==> config.mk <==
export PLATFORM = sky130hd
export DESIGN_NAME = dest_reg_pipe_flat
export DESIGN_NICKNAME = d
export VERILOG_FILES = /design/src/rtl/dest_reg_pipe_if.sv /design/src/rtl/dest_reg_pipe.sv /design/src/flat_wrapper.sv
export SDC_FILE = /design/constraint.sdc
export NUM_CORES = 1
export LEC_CHECK = 0
export BUFFER_PORTS_ARGS = -buffer_cell sky130_fd_sc_hd__buf_2
export CAP_MARGIN = 20
export CORE_MARGIN = 3
export CORE_UTILIZATION = 40
export DETAILED_ROUTE_END_ITERATION = 10
export PLACE_DENSITY = 0.7
export SYNTH_ARGS = -nofsm -noshare
export SYNTH_HDL_FRONTEND = slang
export SYNTH_SLANG_ARGS = --single-unit
==> constraint.sdc <==
create_clock -name clk -period 2.8 [get_ports clk]
set_input_delay 0.42 -clock clk [delete_from_list [all_inputs] [get_ports clk]]
set_output_delay 0.42 -clock clk [all_outputs]
set_load 0.01 [all_outputs]
==> src/rtl/dest_reg_pipe_if.sv <==
// dest_reg_pipe_if
//   Bundle of the destination-tracking pipeline's data and control signals.
//   slave  : the pipeline itself (takes selection/control/operand inputs,
//            drives the stage registers and forwarding results).
//   master : the decode-side driver of those inputs.
//   Signals:
//     src_addr     NSRC*ADDR_W  candidate destination addresses, candidate i at [i*ADDR_W +: ADDR_W]
//     sel          SEL_W        candidate index to capture
//     reg_write_in 1            instruction entering stage 0 writes a register
//     stall        1            hold stage 0, bubble into stage 1
//     flush        1            bubble into stage 0
//     rs_addr      ADDR_W       source operand A address
//     rt_addr      ADDR_W       source operand B address
//     stage_addr   DEPTH*ADDR_W registered destination per stage, stage k at [k*ADDR_W +: ADDR_W]
//     stage_valid  DEPTH        registered write-valid per stage
//     fwd_rs_hit / fwd_rs_idx   nearest valid stage matching rs_addr
//     fwd_rt_hit / fwd_rt_idx   nearest valid stage matching rt_addr
interface dest_reg_pipe_if #(
  parameter int ADDR_W = 5,
  parameter int NSRC   = 3,
  parameter int SEL_W  = 2,
  parameter int DEPTH  = 3,
  parameter int IDX_W  = 2
);
  logic [NSRC*ADDR_W-1:0]  src_addr;
  logic [SEL_W-1:0]        sel;
  logic                    reg_write_in;
  logic                    stall;
  logic                    flush;
  logic [ADDR_W-1:0]       rs_addr;
  logic [ADDR_W-1:0]       rt_addr;
  logic [DEPTH*ADDR_W-1:0] stage_addr;
  logic [DEPTH-1:0]        stage_valid;
  logic                    fwd_rs_hit;
  logic [IDX_W-1:0]        fwd_rs_idx;
  logic                    fwd_rt_hit;
  logic [IDX_W-1:0]        fwd_rt_idx;

  modport master (
    output src_addr, sel, reg_write_in, stall, flush, rs_addr, rt_addr,
    input  stage_addr, stage_valid, fwd_rs_hit, fwd_rs_idx, fwd_rt_hit, fwd_rt_idx
  );

  modport slave (
    input  src_addr, sel, reg_write_in, stall, flush, rs_addr, rt_addr,
    output stage_addr, stage_valid, fwd_rs_hit, fwd_rs_idx, fwd_rt_hit, fwd_rt_idx
  );
endinterface

==> src/rtl/dest_reg_pipe.sv <==
// dest_reg_pipe
//   Selects the write-back register address from NSRC candidates and carries
//   it, with its write-valid, through DEPTH stages (0 = EX, 1 = MEM, 2 = WB)
//   under stall/flush control. Produces nearest-stage forwarding matches for
//   the rs and rt source operands from the registered stages only.
//   Ports:
//     clk    rising-edge clock
//     reset  asynchronous, active-high; clears every stage
//     bus    dest_reg_pipe_if.slave (see interface for signal list)
//   DEPTH must be at least 2 (stage 0 and the stall-bubble stage 1).
module dest_reg_pipe #(
  parameter int ADDR_W = 5,
  parameter int NSRC   = 3,
  parameter int SEL_W  = 2,
  parameter int DEPTH  = 3,
  parameter int IDX_W  = 2
) (
  input  logic           clk,
  input  logic           reset,
  dest_reg_pipe_if.slave bus
);

  logic [DEPTH-1:0][ADDR_W-1:0] addr_q, addr_d;
  logic [DEPTH-1:0]             valid_q, valid_d;

  logic [ADDR_W-1:0] sel_addr;
  logic              sel_in_range;
  logic              new_valid;

  // Candidate select; out-of-range sel yields address 0 and no write.
  always_comb begin
    sel_addr     = '0;
    sel_in_range = 1'b0;
    for (int i = 0; i < NSRC; i++) begin
      if (bus.sel == SEL_W'(i)) begin
        sel_addr     = bus.src_addr[i*ADDR_W +: ADDR_W];
        sel_in_range = 1'b1;
      end
    end
  end

  // Writes to $0 are never tracked as valid.
  assign new_valid = bus.reg_write_in && sel_in_range && (sel_addr != '0);

  // Stage advance. Flush only affects stage 0; stall freezes stage 0 and
  // bubbles stage 1 even when flush is also set; older stages always shift.
  always_comb begin
    addr_d  = addr_q;
    valid_d = valid_q;

    if (bus.flush) begin
      addr_d[0]  = '0;
      valid_d[0] = 1'b0;
    end else if (!bus.stall) begin
      addr_d[0]  = sel_addr;
      valid_d[0] = new_valid;
    end

    if (bus.stall) begin
      addr_d[1]  = '0;
      valid_d[1] = 1'b0;
    end else begin
      addr_d[1]  = addr_q[0];
      valid_d[1] = valid_q[0];
    end

    for (int k = 2; k < DEPTH; k++) begin
      addr_d[k]  = addr_q[k-1];
      valid_d[k] = valid_q[k-1];
    end
  end

  always_ff @(posedge clk or posedge reset) begin
    if (reset) begin
      addr_q  <= '0;
      valid_q <= '0;
    end else begin
      addr_q  <= addr_d;
      valid_q <= valid_d;
    end
  end

  assign bus.stage_addr  = addr_q;
  assign bus.stage_valid = valid_q;

  // Nearest valid stage holding the operand address. Scanning from the
  // oldest stage down lets the youngest match overwrite older ones.
  function automatic logic [IDX_W:0] fwd_lookup(
    input logic [ADDR_W-1:0]             src,
    input logic [DEPTH-1:0][ADDR_W-1:0]  addrs,
    input logic [DEPTH-1:0]              valids
  );
    logic             hit;
    logic [IDX_W-1:0] idx;
    hit = 1'b0;
    idx = '0;
    for (int k = DEPTH - 1; k >= 0; k--) begin
      if (valids[k] && (addrs[k] == src) && (src != '0)) begin
        hit = 1'b1;
        idx = IDX_W'(k);
      end
    end
    return {hit, idx};
  endfunction

  logic [IDX_W:0] rs_res, rt_res;

  always_comb begin
    rs_res = fwd_lookup(bus.rs_addr, addr_q, valid_q);
    rt_res = fwd_lookup(bus.rt_addr, addr_q, valid_q);
  end

  assign bus.fwd_rs_hit = rs_res[IDX_W];
  assign bus.fwd_rs_idx = rs_res[IDX_W-1:0];
  assign bus.fwd_rt_hit = rt_res[IDX_W];
  assign bus.fwd_rt_idx = rt_res[IDX_W-1:0];

endmodule

==> src/flat_wrapper.sv <==
// flat-port wrapper written by rule: the top's interface ports become plain ports
module dest_reg_pipe_flat 
#(
  parameter int ADDR_W = 5,
  parameter int NSRC   = 3,
  parameter int SEL_W  = 2,
  parameter int DEPTH  = 3,
  parameter int IDX_W  = 2
)
  (clk, reset, bus_src_addr, bus_sel, bus_reg_write_in, bus_stall, bus_flush, bus_rs_addr, bus_rt_addr, bus_stage_addr, bus_stage_valid, bus_fwd_rs_hit, bus_fwd_rs_idx, bus_fwd_rt_hit, bus_fwd_rt_idx);
  dest_reg_pipe_if #(.ADDR_W(ADDR_W), .NSRC(NSRC), .SEL_W(SEL_W), .DEPTH(DEPTH), .IDX_W(IDX_W)) bus_i ();
  input  logic clk;
  input  logic reset;
  input wire logic [$bits(bus_i.src_addr)-1:0] bus_src_addr;
  input wire logic [$bits(bus_i.sel)-1:0] bus_sel;
  input wire logic [$bits(bus_i.reg_write_in)-1:0] bus_reg_write_in;
  input wire logic [$bits(bus_i.stall)-1:0] bus_stall;
  input wire logic [$bits(bus_i.flush)-1:0] bus_flush;
  input wire logic [$bits(bus_i.rs_addr)-1:0] bus_rs_addr;
  input wire logic [$bits(bus_i.rt_addr)-1:0] bus_rt_addr;
  output wire logic [$bits(bus_i.stage_addr)-1:0] bus_stage_addr;
  output wire logic [$bits(bus_i.stage_valid)-1:0] bus_stage_valid;
  output wire logic [$bits(bus_i.fwd_rs_hit)-1:0] bus_fwd_rs_hit;
  output wire logic [$bits(bus_i.fwd_rs_idx)-1:0] bus_fwd_rs_idx;
  output wire logic [$bits(bus_i.fwd_rt_hit)-1:0] bus_fwd_rt_hit;
  output wire logic [$bits(bus_i.fwd_rt_idx)-1:0] bus_fwd_rt_idx;
  assign bus_i.src_addr = bus_src_addr;
  assign bus_i.sel = bus_sel;
  assign bus_i.reg_write_in = bus_reg_write_in;
  assign bus_i.stall = bus_stall;
  assign bus_i.flush = bus_flush;
  assign bus_i.rs_addr = bus_rs_addr;
  assign bus_i.rt_addr = bus_rt_addr;
  assign bus_stage_addr = bus_i.stage_addr;
  assign bus_stage_valid = bus_i.stage_valid;
  assign bus_fwd_rs_hit = bus_i.fwd_rs_hit;
  assign bus_fwd_rs_idx = bus_i.fwd_rs_idx;
  assign bus_fwd_rt_hit = bus_i.fwd_rt_hit;
  assign bus_fwd_rt_idx = bus_i.fwd_rt_idx;
  dest_reg_pipe #(.ADDR_W(ADDR_W), .NSRC(NSRC), .SEL_W(SEL_W), .DEPTH(DEPTH), .IDX_W(IDX_W)) u_core (.clk(clk), .reset(reset), .bus(bus_i));
endmodule
# Yosys cells after proc, flatten, opt, wreduce, memory -nomap -nowiden
# Index checks and enable logic that the tools add are counted.
[totals]
ff_bits = 18
input_bits = 32
wordCells = 56
[classes]
eq_ne = 9
mux = 24
reduce_logical = 18
[ops]
columns = ["operator", "n"]
rows = [
  ["$eq 5x5->1", 6],
  ["$mux 5", 6],
  ["$reduce_bool 5->1", 3],
  ["$logic_and 1x1->1", 14],
  ["$mux 1", 12],
  ["$mux 2", 6],
  ["$eq 2x1->1 const B", 1],
  ["$eq 2x2->1 const B", 1],
  ["$logic_not 2->1", 1],
  ["$ne 2x1->1 const B", 1],
]

# Longest topological paths before layout
# Gate-level depths: netlist (run 1).
[depth]
word_depth = 8
mapped_depth = 5
mapped_depth_nobuf = 4

# Worst setup path before layout (run 1)
# No wires, ideal clock.
[synth_path]
path_kind = "input port to output port"
start = "input port bus_rs_addr[1]"
end = "output port bus_fwd_rs_idx[1]"
arrival_time_ps = 1444
required_time_ps = 2380
path_slack_ps = 936
stages = 4
n_path_buf = 0
cell_sequence = "or4_1 nor2_2 or4_4 nor3b_2"
[synth_between]
elab_chain_cells = 6
elab_cells_between_ends = 13
[synth_rtl]
columns = ["item", "line_no", "source"]
rows = [
  ["start, declared", "flat_wrapper.sv:19", "input wire logic [$bits(bus_i.rs_addr)-1:0] bus_rs_addr;"],
  ["$eq 5x5->1", "dest_reg_pipe.sv:98", "if (valids[k] && (addrs[k] == src) && (src != '0)) begin"],
  ["$logic_and 1x1->1 (2 in a row)", "dest_reg_pipe.sv:98", ""],
  ["$mux 2 (2 in a row)", "dest_reg_pipe.sv:98", ""],
  ["$mux 2 (*)", "dest_reg_pipe.sv:98", ""],
  ["end, declared", "flat_wrapper.sv:24", "output wire logic [$bits(bus_i.fwd_rs_idx)-1:0] bus_fwd_rs_idx;"],
]
# Mark *: on every way between the ends. The rest lies on a longest branch, timed or not.

# Worst setup path after layout (run 1)
[layout_path]
start = "register u_core.addr_q (netlist bit u_core.bus.stage_addr[8])"
end = "output port bus_fwd_rs_idx[1]"
[layout_between]
elab_chain_cells = 5
[layout_rtl]
columns = ["item", "line_no", "source"]
rows = [
  ["start, declared", "dest_reg_pipe.sv:23", "logic [DEPTH-1:0][ADDR_W-1:0] addr_q, addr_d;"],
  ["start signal, assigned", "dest_reg_pipe.sv:78", "addr_q <= addr_d;"],
  ["$eq 5x5->1", "dest_reg_pipe.sv:98", ""],
  ["$logic_and 1x1->1 (2 in a row)", "dest_reg_pipe.sv:98", ""],
  ["$mux 2 (2 in a row)", "dest_reg_pipe.sv:98", ""],
]
# No other way between the ends.

==> impl_metrics.ini, run 1 <==
[clocking]
postCtsHoldBufs = 0
postCtsSetupRepairBufs = 0
ctsHtreeMaxLevel = 1
cts_tree = built
cts_made_buffers = 3
post_cts_resized = 0
ctsRootBufferMaster = clkbuf_4
cts_buffer_depth = 2
path_clk_slew_ns = 0.09
clock_sink_count = 18
clkLatencyLatePin_ns = 0.27

[route]
dr.pass1.iters = 4
via_count = 1057
viasPerCell = 5.31
met3_wirelength_um = 244
drt_iter0_drc = 37
route.detailed.drc = 0
dr_wl_met2_mm = 1.44
maxUsedRoutingLayer = met4
wl_met1_mm = 1.14
routed_wl_mm = 2.89
antenna_left = 0
post_drt_wl_per_cell_um = 14.5

[finish]
n_fill_cell = 277
antenna_cells = 0
mostFrequentLayoutCells = buf_2, xnor2_1, dfrtp_1, mux2i_1, nor2_1
drive_above_1_share_pct = 39.9
final_common_cell = buf_2
nets = 202
area_delta_synth_final_pct = 23.6

[timing]
post-route-min-period_ns = 2.19
timing.final.crit_share_pct = 78.1
grt_setup_unrepaired = false
maxSlewViolCount = 0
finalSetupViolCount = 0
skew_ns = 0.000556
tightest_slew_ns = 0.635
final_hold_viol_count = 0
relSlewSlack_pct = 57.6
fin_worst_hold_slack_ns = 0.211
fmax_ghz = 0.457
tns_ns = 0

[setup_path]
startpoint_type = flip-flop
cp.required_ns = 2.38
crit_fanout = 4
path_class = reg2out
crit_arrival_ns = 1.77
cp-end-kind = output pin
r2r_slack_ns = 1.84
r2r_cells = 4
r2r_end = u_core.bus.stage_valid[0]
timing.rr.start = u_core.bus.stage_valid[0]

[synthesis]
seq_area_frac_synth_pct = 37.6
synth_area_leaders = dfrtp_1, xnor2_1, mux2i_1
synth.net_count = 150
ys_ff_latch = 18
synth_cell_types = 23
synth_top_cell_by_area = dfrtp_1
synth.avg_cell_area_um2 = 10.1
syn-cell-area_mm2 = 0.00120
yosys.area.top_type_share_pct = 37.6
syn_inst = 118
ys_warn_count = 0

[power]
sw_frac_of_total_pct = 27.6
powerDensity_mw_per_mm2 = 356
clkPwrFrac_pct = 22.1
p_int_uw = 382
combPwrFrac_pct = 23.5
p_leak_uw = 0.000748
peakVddDrop_mv = 0.166
p_sw_uw = 145
power_frac_seq_pct = 54.4

[grt]
grt_antenna_before_repair = 0
grt_max_degree = 19
track_usage_pct = 16.8
grt_pass1_wl_mm = 4.70
grt_pass1_vias = 1069
grt-ovfl-total = 0

[floorplanning]
die_height_um = 60.7
ios = 56
die_x_um = 60.7
initial_utilization_pct = 42.7
dieArea_mm2 = 0.00369
fp.coreArea_mm2 = 0.00281
row_count = 19

[placement]
gp_congestion = 0.839
hpwl_mm = 2.47
portBuffers = 55

[job]
drv_cap = 0

[outcome]
outcome = completed

[min_path]
min_path_type = in2async
-- power by group through the flow --
stage / clock network (uW) / logic, uW / registers (uW)
floorplan: 0 / 71.8 / 291
detailed placement: 0 / 126 / 293
global placement: 0 / 123 / 292
global route: 133 / 139 / 289
CTS: 122 / 126 / 287
finish: 116 / 124 / 287
-- sequential cells by signal, indices dropped and copies added, names as in the netlist --
| register | count |
|---|---|
| u_core.bus.stage_valid | 3 |
| u_core.bus.stage_addr | 15 |
-- synthesized netlist by cell type (all sizes together) --
library cell  count
a21oi             1
a31oi             1
buf               8
dfrtp            18
inv               1
mux2i            10
nand2             4
nand3             2
nand4             6
nor2             11
nor2b             7
nor3              4
nor3b             2
o2bb2ai           5
or3               2
or4               6
xnor2            22
xor2              8
-- worst max-delay path: stages, from the launching register on --
cell	delay (ns)
dfrtp_1	0.43
xnor2_1	0.19
nand4_1	0.13
or4_4	0.44
nor3b_2	0.16
buf_2	0.14
-- through the flow --
step                cells  instance area (um^2)  worst slack (ns)  power, uW  util [%]
floorplan             118                  1200             0.936        363         -
global placement      196                  1460             0.719        415      52.0
detailed placement    196                  1460             0.678        418      52.0
CTS                   199                  1480             0.583        535      52.8
global route          199                  1480             0.505        561      52.8
finish                199                  1480             0.612        527      52.8
-- cell families after synthesis --
| kind of cell | count (synthesis) | synth area share (%) |
|---|---|---|
| AO/OA/AOI/OAI | 7 | 4.60 |
| buffers and inverters | 9 | 4.81 |
| multiplexers | 10 | 8.36 |
| XOR/XNOR | 30 | 21.9 |
| flip-flops | 18 | 37.6 |
| AND/OR/NAND/NOR | 44 | 22.7 |
-- layout make-up --
type / count / area (um^2) / area share (%)
inverter: 1 / 3.75 / 0.254
sequential: 18 / 450 / 30.4
tap: 31 / 38.8 / 2.62
timing repair buffer: 55 / 275 / 18.6
clock buffer: 3 / 22.5 / 1.52
multi-input combinational: 91 / 689 / 46.6
-- routing by layer --
layer  up-vias  GRT usage, %
met3         8          2.55
li1        506             -
met5         -             0
met2        57          29.5
met1       486          19.7
met4         0          8.98
-- worst max-delay path by stage --
stage | start | endpoint | slack [ns] | cells after the start
6_report | u_core.bus.stage_addr[8] | bus_fwd_rs_idx[1] | 0.61 | 5
2_1_floorplan | bus_rs_addr[1] | bus_fwd_rs_idx[1] | 0.94 | 4
3_5_place_dp | bus_rt_addr[3] | bus_fwd_rt_idx[1] | 0.68 | 6
5_1_grt | u_core.bus.stage_addr[9] | bus_fwd_rs_idx[1] | 0.51 | 5
3_3_place_gp | bus_rt_addr[3] | bus_fwd_rt_idx[1] | 0.72 | 6
4_1_cts | u_core.bus.stage_addr[8] | bus_fwd_rs_idx[1] | 0.58 | 5
(Power assumes the default switching activity.)
==> run 2, diff against run 1 <==
- clock period: 2.8 -> 2.2 ns (I/O delays scaled with it)
==> run 2 against run 1 <==
Combinational power up 30%. Wire length up 2.1%. Clock skew up 0.0012 ns. Critical path depth unchanged. First-iteration DRC count up 30%. Power up 37%. Largest power group unchanged.
==> impl_metrics.ini, run 2 (synthesized netlist as in run 1, its figures left out) <==
[setup_path]
r2r_slack_ns = 1.21
path_class = reg2out
crit_arrival_ns = 1.78
crit_fanout = 4
cp_slowest_stage_delay_ns = 0.45
r2r_end = u_core.bus.stage_valid[0]
r2r_cells = 4
path_buf_inv = 1
cp-end-kind = output pin
cp.depth = 5
cp_cell_sequence = xnor2_1, nand4_1, or4_4, nor3b_2, buf_2
cp.required_ns = 1.87
slowest_stage = or4_4
crit_start = u_core.bus.stage_addr[7]
timing.rr.start = u_core.bus.stage_valid[0]
cp_top_family = simple AND/OR/NAND/NOR gates
startpoint_type = flip-flop
crit_end = bus_fwd_rt_idx[1]

[grt]
grt_antenna_before_repair = 0
grt-ovfl-total = 0
grt_pass1_wl_mm = 4.64
grt_max_degree = 19
grt_pass1_vias = 1086
track_usage_pct = 16.9

[timing]
finalSetupViolCount = 0
final_hold_viol_count = 0
skew_ns = 0.00173
tightest_slew_ns = 0.633
post-route-min-period_ns = 2.11
fmax_ghz = 0.475
timing.final.crit_share_pct = 95.8
maxSlewViolCount = 0
relSlewSlack_pct = 57.7

[clocking]
ctsHtreeMaxLevel = 1
ctsRootBufferMaster = clkbuf_4
cts_tree = built
postCtsHoldBufs = 0
clkLatencyLatePin_ns = 0.29
clock_sink_count = 18
cts_buffer_depth = 2
cts_made_buffers = 3
path_clk_slew_ns = 0.09

[route]
route.detailed.drc = 0
post_drt_wl_per_cell_um = 14.7
dr.pass1.iters = 4
drt_iter0_drc = 48
viasPerCell = 5.41
antenna_left = 0
routed_wl_mm = 2.96
via_count = 1088

[floorplanning]
die_x_um = 60.7
initial_utilization_pct = 42.7
ios = 56
row_count = 19
dieArea_mm2 = 0.00369
fp.coreArea_mm2 = 0.00281
die_height_um = 60.7

[finish]
largest_reg_flops = 15
instances_no_fill = 201
final_common_cell = buf_2
nets = 203
mostFrequentLayoutCells = buf_2, xnor2_1, dfrtp_1, mux2i_1, nor2_1
area_delta_synth_final_pct = 26.0
final_util_pct = 53.8
antenna_cells = 0
drive_above_1_share_pct = 41.2

[placement]
portBuffers = 55
dp.cells = 196
hpwl_mm = 2.48
gp_congestion = 0.839

[min_path]
min_path_type = in2async

[power]
peakVddDrop_mv = 0.208
powerDensity_mw_per_mm2 = 479
p_leak_uw = 0.000766

[job]
drv_cap = 0

[outcome]
outcome = completed
run 2: cell type report:
type,instances,area (um^2)
Inverter,1,3.75
Multi-Input combinational cell,91,697
Clock buffer,4,36.3
Timing Repair Buffer,56,283
Fill cell,264,1300
Tap cell,31,38.8
Sequential cell,18,450
run 2: how the worst min path moves through the flow:
stage                                         start                   endpoint  depth (start not counted)
after floorplan                               reset   u_core.bus.stage_addr[0]                          1
after global placement    u_core.bus.stage_valid[1]  u_core.bus.stage_valid[2]                          0
after detailed placement  u_core.bus.stage_valid[1]  u_core.bus.stage_valid[2]                          0
after CTS                                     reset  u_core.bus.stage_addr[14]                          2
after global routing                          reset   u_core.bus.stage_addr[8]                          2
final                                         reset   u_core.bus.stage_addr[2]                          2
run 2: metrics by stage:
| step | setup slack (ns) | hold slack [ns] | instance area [um^2] | power, uW | setup TNS (ns) |
|---|---|---|---|---|---|
| detailed placement | 0.251 | 0.425 | 1460 | 533 | 0 |
| CTS | 0.0563 | 0.122 | 1490 | 732 | 0 |
| finish | 0.0928 | 0.105 | 1510 | 722 | 0 |
| global placement | 0.299 | 0.418 | 1460 | 528 | 0 |
| global route | -0.00586 | 0.142 | 1510 | 764 | -0.00586 |
| floorplan | 0.516 | 0.269 | 1200 | 462 | 0 |
run 2: timing repair:
action / CTS / global route
endpoints found under the setup margin: 0 / 2
buffers inserted: 0 / 1
resized for setup: 0 / 1
run 2: metal layers:
metal	GRT usage, %	vias to the layer above	share of wire [%]
met2	30.4	60	48
met5	0	-	0
met3	3.40	11	8.4
met4	9.60	0	3.2
li1	-	513	-
met1	18.2	504	40
run 2: where the power goes:
part / switching, uW / internal [uW]
clock: 94.9 / 101
combinational: 81.2 / 80.0
sequential: 21.0 / 344
total: 197 / 525
==> run 3, diff against run 2 <==
- CORE_ASPECT_RATIO: not set -> 1.1
- CORE_MARGIN: 3 -> not set
==> run 3 against run 2 <==
Die area is 13% lower. Final cell count is 1.0% higher. Maximum frequency is 0.36% lower. Clock power is 3% lower. First-iteration DRC count is 88% lower. Register-to-register slack hardly changed. Combinational power hardly changed. Critical endpoint is now bus_fwd_rs_idx[1].
==> impl_metrics.ini, run 3 (synthesized netlist as in run 1, its figures left out) <==
[power]
p_leak_uw = 0.000766
p_total_uw = 716
peakVddDrop_mv = 0.265
powerDensity_mw_per_mm2 = 474

[setup_path]
r2r_end = u_core.bus.stage_valid[0]
cp-end-kind = output pin
r2r_slack_ns = 1.22
cp.required_ns = 1.87
r2r_cells = 4
startpoint_type = flip-flop
crit_start = u_core.bus.stage_addr[10]
crit_arrival_ns = 1.78
path_class = reg2out
timing.rr.start = u_core.bus.stage_valid[0]
crit_end = bus_fwd_rs_idx[1]
crit_fanout = 3

[floorplanning]
die_x_um = 54.2
ios = 56
initial_utilization_pct = 42.7
fp.coreArea_mm2 = 0.00280
die_height_um = 59.4
dieArea_mm2 = 0.00322
row_count = 20

[route]
via_count = 1055
route.detailed.drc = 0
drt_iter0_drc = 6
antenna_left = 0
post_drt_wl_per_cell_um = 13.1
routed_wl_mm = 2.65
viasPerCell = 5.20
dr.pass1.iters = 4

[finish]
drive_above_1_share_pct = 41.2
post-route-cell-area_mm2 = 0.00151
mostFrequentLayoutCells = buf_2, xnor2_1, dfrtp_1, mux2i_1, nor2_1
final_common_cell = buf_2
antenna_cells = 0
nets = 203
largest_reg_flops = 15
area_delta_synth_final_pct = 26.2

[timing]
fmax_ghz = 0.473
worst_slack_ns = 0.0852
tns_ns = 0
post-route-min-period_ns = 2.11
skew_ns = 0.00245
tightest_slew_ns = 0.643
finalSetupViolCount = 0
grt_setup_unrepaired = false
relSlewSlack_pct = 57.1
maxSlewViolCount = 0
timing.final.crit_share_pct = 96.1
final_hold_viol_count = 0

[grt]
use_met1_pct = 20.3
use_met2_pct = 32.8
grt_max_degree = 19
top_usage_layer = met2
grt_pass1_vias = 993
grt_pass1_wl_mm = 4.20
grt-ovfl-total = 0
use_met3_pct = 1.54
track_usage_pct = 18.4
grt_antenna_before_repair = 0

[clocking]
cts_tree = built
path_clk_slew_ns = 0.09
clock_sink_count = 18
cts_made_buffers = 3
clkLatencyLatePin_ns = 0.28
ctsHtreeMaxLevel = 1
cts_buffer_depth = 2
postCtsHoldBufs = 0
ctsRootBufferMaster = clkbuf_4

[placement]
gp_congestion = 0.775
portBuffers = 55
place_area_mm2 = 0.00146
hpwl_mm = 2.24
place_ws_ns = 0.247

[outcome]
outcome = completed

[job]
drv_cap = 0

[min_path]
min_path_type = in2async
run 3: area by class of cell:
class                      count  area, um^2
multi-input combinational     91         697
timing repair buffer          56         283
sequential                    18         450
fill                         272        1290
inverter                       1        3.75
tap                           33        41.3
clock buffer                   4        36.3
run 3: power by group:
part | internal [uW] | switching [uW]
Sequential | 344 | 20.6
Clock | 101 | 90.6
Combinational | 80.0 | 80.5
run 3: how the worst min path moves through the flow:
stage / from / cells past startpoint / to
floorplan: reset / 1 / u_core.bus.stage_addr[0]
global placement: u_core.bus.stage_valid[1] / 0 / u_core.bus.stage_valid[2]
detailed placement: u_core.bus.stage_valid[1] / 0 / u_core.bus.stage_valid[2]
CTS: reset / 2 / u_core.bus.stage_addr[3]
global route: reset / 2 / u_core.bus.stage_addr[13]
finish: reset / 2 / u_core.bus.stage_addr[3]
run 3: critical path, stage by stage, from the launching register on:
cell     delay [ns]
dfrtp_1        0.44
xnor2_2        0.16
nand4_1        0.14
or4_4          0.44
nor3b_2        0.18
buf_2          0.15
run 3: per-stage QoR:
stage | util [%] | cells | hold WS [ns]
after floorplan | - | 118 | 0.269
after global placement | 52.1 | 198 | 0.415
after detailed placement | 52.1 | 198 | 0.415
after CTS | 53.4 | 202 | 0.129
after global routing | 53.9 | 203 | 0.168
final | 53.9 | 203 | 0.116
run 3: routing by layer:
layer  vias to the layer above  share of wire, %
met4                         0               3.2
met3                         8               7.3
met2                        59                49
met5                         -                 0
met1                       478                40
li1                        510                 -
run 3: repair_timing:
| item | 4_1_cts | 5_1_grt |
|---|---|---|
| gates resized for setup | 0 | 1 |
| setup buffers | 0 | 1 |
| setup endpoints to repair | 0 | 1 |
